--- src/rtl/hazard_forward_unit.sv ---
// rtl/hazard_forward_unit.sv - RV32I operand forward selects, data-hazard stalls/flush and perf counters
module hazard_forward_unit #(
  parameter int REG_AW         = 5,
  parameter int FWD_EX         = 1,
  parameter int LOAD_STALL_CYC = 1,
  parameter int MULDIV_LAT     = 4,
  parameter int CNT_W          = 16
) (
  input  logic              clk,
  input  logic              rst_n,
  input  logic [REG_AW-1:0] Rs1_ID,
  input  logic [REG_AW-1:0] Rs2_ID,
  input  logic              Rs1_Used,
  input  logic              Rs2_Used,
  input  logic [REG_AW-1:0] Rd_EX,
  input  logic [REG_AW-1:0] Rd_MA,
  input  logic [REG_AW-1:0] Rd_WB,
  input  logic              EX_RegWEN,
  input  logic              MA_RegWEN,
  input  logic              WB_RegWEN,
  input  logic              EX_MemRead,
  input  logic              EX_MulDiv,
  input  logic              Br_Taken_EX,
  output logic [1:0]        Fw_1,
  output logic [1:0]        Fw_2,
  output logic [1:0]        Fw_Detected,
  output logic              Stall_IF,
  output logic              Stall_ID,
  output logic              Stall_EX,
  output logic              Bubble_EX,
  output logic              Bubble_MA,
  output logic              Flush_ID,
  output logic [CNT_W-1:0]  Stall_Count,
  output logic [CNT_W-1:0]  Fw_Count
);

  localparam int CW = $clog2(MULDIV_LAT + LOAD_STALL_CYC);
  // Without EX forwarding a load result needs one extra cycle before MA can supply it.
  localparam int LD_TOTAL = LOAD_STALL_CYC + ((FWD_EX == 0) ? 1 : 0);
  localparam logic [CW-1:0] LD_CNT = CW'((LD_TOTAL > 1) ? LD_TOTAL - 2 : 0);
  localparam logic [CW-1:0] MD_CNT = CW'((MULDIV_LAT > 1) ? MULDIV_LAT - 2 : 0);

  typedef enum logic [1:0] {IDLE, LD_STALL, MD_BUSY} state_t;

  state_t        state, state_next;
  logic [CW-1:0] cnt, cnt_next;

  logic ex_m1, ex_m2, ma_m1, ma_m2, wb_m1, wb_m2;
  logic ex_fwd_ok, hz;
  logic [1:0] fw_inc;
  logic [CNT_W:0] fc_sum;

  assign ex_m1 = EX_RegWEN && (Rd_EX != '0) && Rs1_Used && (Rd_EX == Rs1_ID);
  assign ex_m2 = EX_RegWEN && (Rd_EX != '0) && Rs2_Used && (Rd_EX == Rs2_ID);
  assign ma_m1 = MA_RegWEN && (Rd_MA != '0) && Rs1_Used && (Rd_MA == Rs1_ID);
  assign ma_m2 = MA_RegWEN && (Rd_MA != '0) && Rs2_Used && (Rd_MA == Rs2_ID);
  assign wb_m1 = WB_RegWEN && (Rd_WB != '0) && Rs1_Used && (Rd_WB == Rs1_ID);
  assign wb_m2 = WB_RegWEN && (Rd_WB != '0) && Rs2_Used && (Rd_WB == Rs2_ID);

  assign ex_fwd_ok = (FWD_EX != 0) && !EX_MemRead && !EX_MulDiv && (state == IDLE);
  assign hz        = (ex_m1 || ex_m2) && (EX_MemRead || (FWD_EX == 0));

  function automatic logic [1:0] fw_sel(input logic ex_hit, input logic ma_hit, input logic wb_hit);
    if (ex_hit)      return 2'b11;
    else if (ma_hit) return 2'b10;
    else if (wb_hit) return 2'b01;
    return 2'b00;
  endfunction

  always_comb begin
    state_next  = state;
    cnt_next    = cnt;
    Stall_IF    = 1'b0;
    Stall_ID    = 1'b0;
    Stall_EX    = 1'b0;
    Bubble_EX   = 1'b0;
    Bubble_MA   = 1'b0;
    Flush_ID    = 1'b0;
    Fw_1        = fw_sel(ex_m1 && ex_fwd_ok, ma_m1, wb_m1);
    Fw_2        = fw_sel(ex_m2 && ex_fwd_ok, ma_m2, wb_m2);
    case (state)
      IDLE: begin
        // A taken branch kills the younger instruction, so any hazard it carries is moot.
        if (Br_Taken_EX) begin
          Flush_ID  = 1'b1;
          Bubble_EX = 1'b1;
        end else if (EX_MulDiv) begin
          Stall_IF  = 1'b1;
          Stall_ID  = 1'b1;
          Stall_EX  = 1'b1;
          Bubble_MA = 1'b1;
          if (MULDIV_LAT > 1) begin
            state_next = MD_BUSY;
            cnt_next   = MD_CNT;
          end
        end else if (hz) begin
          Stall_IF  = 1'b1;
          Stall_ID  = 1'b1;
          Bubble_EX = 1'b1;
          if (EX_MemRead && (LD_TOTAL > 1)) begin
            state_next = LD_STALL;
            cnt_next   = LD_CNT;
          end
        end
      end
      LD_STALL: begin
        Stall_IF  = 1'b1;
        Stall_ID  = 1'b1;
        Bubble_EX = 1'b1;
        if (cnt == '0) state_next = IDLE;
        else           cnt_next   = cnt - CW'(1);
      end
      MD_BUSY: begin
        Stall_IF  = 1'b1;
        Stall_ID  = 1'b1;
        Stall_EX  = 1'b1;
        Bubble_MA = 1'b1;
        if (cnt == '0) state_next = IDLE;
        else           cnt_next   = cnt - CW'(1);
      end
      default: state_next = IDLE;
    endcase
    // Outputs are held low for the whole time reset is asserted, not just after the next edge.
    if (!rst_n) begin
      Fw_1      = 2'b00;
      Fw_2      = 2'b00;
      Stall_IF  = 1'b0;
      Stall_ID  = 1'b0;
      Stall_EX  = 1'b0;
      Bubble_EX = 1'b0;
      Bubble_MA = 1'b0;
      Flush_ID  = 1'b0;
    end
    Fw_Detected = {(Fw_2 != 2'b00), (Fw_1 != 2'b00)};
  end

  assign fw_inc = {1'b0, Fw_Detected[0]} + {1'b0, Fw_Detected[1]};
  assign fc_sum = {1'b0, Fw_Count} + (CNT_W + 1)'(fw_inc);

  always_ff @(posedge clk or negedge rst_n) begin
    if (!rst_n) begin
      state       <= IDLE;
      cnt         <= '0;
      Stall_Count <= '0;
      Fw_Count    <= '0;
    end else begin
      state <= state_next;
      cnt   <= cnt_next;
      if (Stall_IF && (Stall_Count != {CNT_W{1'b1}}))
        Stall_Count <= Stall_Count + CNT_W'(1);
      Fw_Count <= fc_sum[CNT_W] ? {CNT_W{1'b1}} : fc_sum[CNT_W-1:0];
    end
  end

endmodule

--- config.mk ---
export PLATFORM = sky130hd
export DESIGN_NAME = hazard_forward_unit
export DESIGN_NICKNAME = d
export VERILOG_FILES = /design/src/rtl/hazard_forward_unit.sv
export SDC_FILE = /design/constraint.sdc
export NUM_CORES = 1
export LEC_CHECK = 0
export CORE_MARGIN = 2
export CORE_UTILIZATION = 46
export CTS_CLUSTER_DIAMETER = 150
export DETAILED_ROUTE_END_ITERATION = 10
export MAX_ROUTING_LAYER = met4
export PLACE_DENSITY = 0.81
export SLEW_MARGIN = 20
export SYNTH_ARGS = -nofsm -noshare
export SYNTH_HDL_FRONTEND = slang
export SYNTH_SLANG_ARGS = --single-unit
--- constraint.sdc ---
create_clock -name clk -period 4.1 [get_ports clk]
set_clock_uncertainty 0.05 [all_clocks]
set_input_delay 0.82 -clock clk [delete_from_list [all_inputs] [get_ports clk]]
set_output_delay 0.82 -clock clk [all_outputs]
set_load 0.01 [all_outputs]
==> flow_metrics.tcl <==
set metrics [dict create \
    yosysTopAreaCell "dfrtp_1" \
    setup_viol 0 \
    cpMaxStageDelayCell "or4_1" \
    drtIter0Drc 78 \
    crit_path_start_kind "primary input" \
    hold_path.class "in2async" \
    clk-insertion-delay-late_ps 290 \
    synth_seq_area_share 0.387 \
    drive_gt1_frac 0.133 \
    synth_top_cell_area_share 0.387 \
    hold_viol_final 0 \
    die_w_um 75.1 \
    p_seq_frac 0.424 \
    root_buffer "clkbuf_8" \
    nets 393 \
    cts_resized 2 \
    cap_violations 0 \
    cellLeakagePower_nw 1.54 \
    seq_area_um2 901 \
    dp.final_hpwl_um 4940 \
    rsz0062_at_grt "false" \
    cts_hold_buffers 0 \
    fin_cells 420 \
    netSwitchingFraction 0.337 \
    antenna_cells 0 \
    die_y_um 75.1 \
    grt_usage 0.232 \
    ir_drop_mv 0.279 \
    vias_per_cell 5.34 \
    grt_start_max_net_pins 20 \
    p_sw_uw 383 \
    vias 2241 \
    maxSlewHeadroom 0.578 \
    ys.warnings.count 0 \
    clock_sink_count 36 \
    routed_wl_um 6350 \
    rows 25 \
    r2r_slack_ps 1160 \
    cp-end-kind "flip-flop" \
    syn_to_final_growth_pct 47.9 \
    netlist_area_mm2 0.00233 \
    critical_path_class "in2reg" \
    crit_chain "clkdlybuf4s50_1 -> or4_1 -> o21a_1 -> nand3b_1 -> nor3_1 -> o21a_1 -> o21bai_1 -> fa_1 -> ha_1 -> and3_1 -> nand3_1 -> nor3_1 -> nand4_1 -> buf_4 -> o21ai_0" \
    design.core.area_mm2 0.00482 \
    p_per_area_mw_per_mm2 329 \
    gp_congestion 0.966 \
    run_status "finished clean" \
    timing.setup.tns_ps 0 \
    timing.hold.ws_ps 294 \
    crit_arrival_ps 4040 \
    final_antenna_net_count 0 \
    syn_inst 246 \
    combPwrFrac 0.366 \
    maxSlewViolCount 0 \
    fillers 385 \
    cts_buffer_depth 2 \
    die_area_mm2 0.00565 \
    finalInstanceArea_mm2 0.00344 \
    syn-num-nets 286 \
    yosysUniqueCellTypes 41 \
    initial_utilization 0.483 \
    grt_pass1_vias 2182 \
    route.detailed.drc 0 \
    period_share 0.959 \
    antenna_found_initial 0 \
    required_ps 4210 \
    ys_ff_latch 36 \
    grt_pass1_wl_um 9560 \
    dpl-instance-area_mm2 0.00336 \
    clkTransAtPathRegs_ps 70 \
    multi_input_area_mm2 0.00135 \
    layout_min_cycle_time_ps 3930 \
    dp_cells 413 \
    clkPwrFrac 0.210 \
    numPortBuffers 78 \
    critPathMaxStageDelay_ps 530 \
    reg2reg_from "state[1]" \
    postSynthAreaPerCell_um2 9.47 \
    synth.top_cells.by_area "dfrtp_1 (39%), xnor2_1 (11%), xor2_1 (8.7%)" \
    htree_levels 2 \
    postCtsSetupRepairBufs 0 \
    crit_fanout 7 \
    worst_pin_slew_ps 632 \
    max_freq_mhz 254 \
    wire_per_inst_um 15.1 \
    cts_tree "built" \
    internal_power_uw 752 \
    overflow 0 \
    cts_buffers 5 \
    critPathLaunch "Rd_EX[1]" \
    pin_count 79 \
    dr.pass1.iters 4 \
]
## power by group through the flow
stage	logic, mW	registers (mW)	clock network, mW
floorplan	0.209	0.484	0
global placement	0.402	0.484	0
detailed placement	0.413	0.484	0
CTS	0.419	0.479	0.246
global route	0.454	0.487	0.259
finish	0.415	0.481	0.238
## cell type report
cell class / instances / share of cell area
clock buffers: 6 / 0.0211
clock inverters: 1 / 0.00145
inverters: 9 / 0.00981
multi-input cells: 194 / 0.392
flip-flops and latches: 36 / 0.262
well taps: 67 / 0.0243
repair buffers: 107 / 0.290
## placed cells by master (no fill, tap or decap), drive strengths merged, types with 2 or more instances in the layout
cell type      netlist  layout
mux2                 3       3
nand2b               4       4
dfrtp               36      36
nor2                18      18
nand4               14      14
and3                 4       4
inv                  9       9
nor3                 7       7
a21oi                7       7
nand3                8       8
nor4                 2       2
dlymetal6s2s         0       2
buf                  4      30
clkbuf               3       6
clkdlybuf4s50        0      75
xnor2               28      28
nand2               27      27
o21ai                6       6
or4                  3       3
o21a                 4       4
a31oi                6       6
xor2                23      23
a211oi               9       9
a2111oi              5       5
ha                   4       4
o21bai               2       2
## routing by layer
metal / up-vias / global-route usage / share of wire
met5: - / - / 0
met2: 81 / 0.376 / 0.47
met1: 1060 / 0.283 / 0.44
met4: 0 / 0.119 / 0.031
li1: 1085 / - / -
met3: 15 / 0.0321 / 0.060
## critical path, delay by kind of cell
family	cells	cell delay, ps
buffers and inverters	2	590
and+or+nand+nor	7	1240
adders and majority gates	2	700
AOI/OAI and AO/OA	4	690
## Yosys cell counts, drive strengths merged
cell and n:
a2111oi 5, a211oi 9, a21oi 7, a22o 1
a31oi 6, and3 4, and4 1, buf 4
clkbuf 3, dfrtp 36, fa 1, ha 4
inv 9, mux2 3, mux2i 1, nand2 27
nand2b 4, nand3 8, nand3b 1, nand4 14
nor2 18, nor2b 1, nor3 7, nor4 2
o2111ai 1, o211ai 1, o21a 4, o21ai 6
o21bai 2, o311ai 1, or3 1, or4 3
xnor2 28, xor2 23
## kinds of logic after synthesis
logic type	synth area share
compound gates	0.140
xor+xnor	0.192
fa+ha+maj	0.0301
buf+inv	0.0355
flops	0.387
mux	0.0204
simple gates	0.196
## per-stage QoR
stage | power [mW] | util | setup WS, ps
floorplan | 0.693 | - | 120
global placement | 0.886 | 0.697 | 2.77
detailed placement | 0.897 | 0.697 | -138
CTS | 1.14 | 0.714 | 6.31
global route | 1.20 | 0.715 | 15.0
finish | 1.13 | 0.715 | 168
## flip-flops by register name, summed over array words and instances (netlist names)
register,flops
cnt,3
Stall_Count,16
Fw_Count,16
state,1
## worst paths after layout
check,to,cells past startpoint
max in group asynchronous,cnt[2],2
worst min register to register,Stall_Count[5],1
worst max-delay path,Fw_Count[8],15
worst min-delay path,Fw_Count[3],1
min in group clk,Stall_Count[5],1
worst max register to register,Fw_Count[8],13
Note: power is estimated with default switching activity, not from simulation.
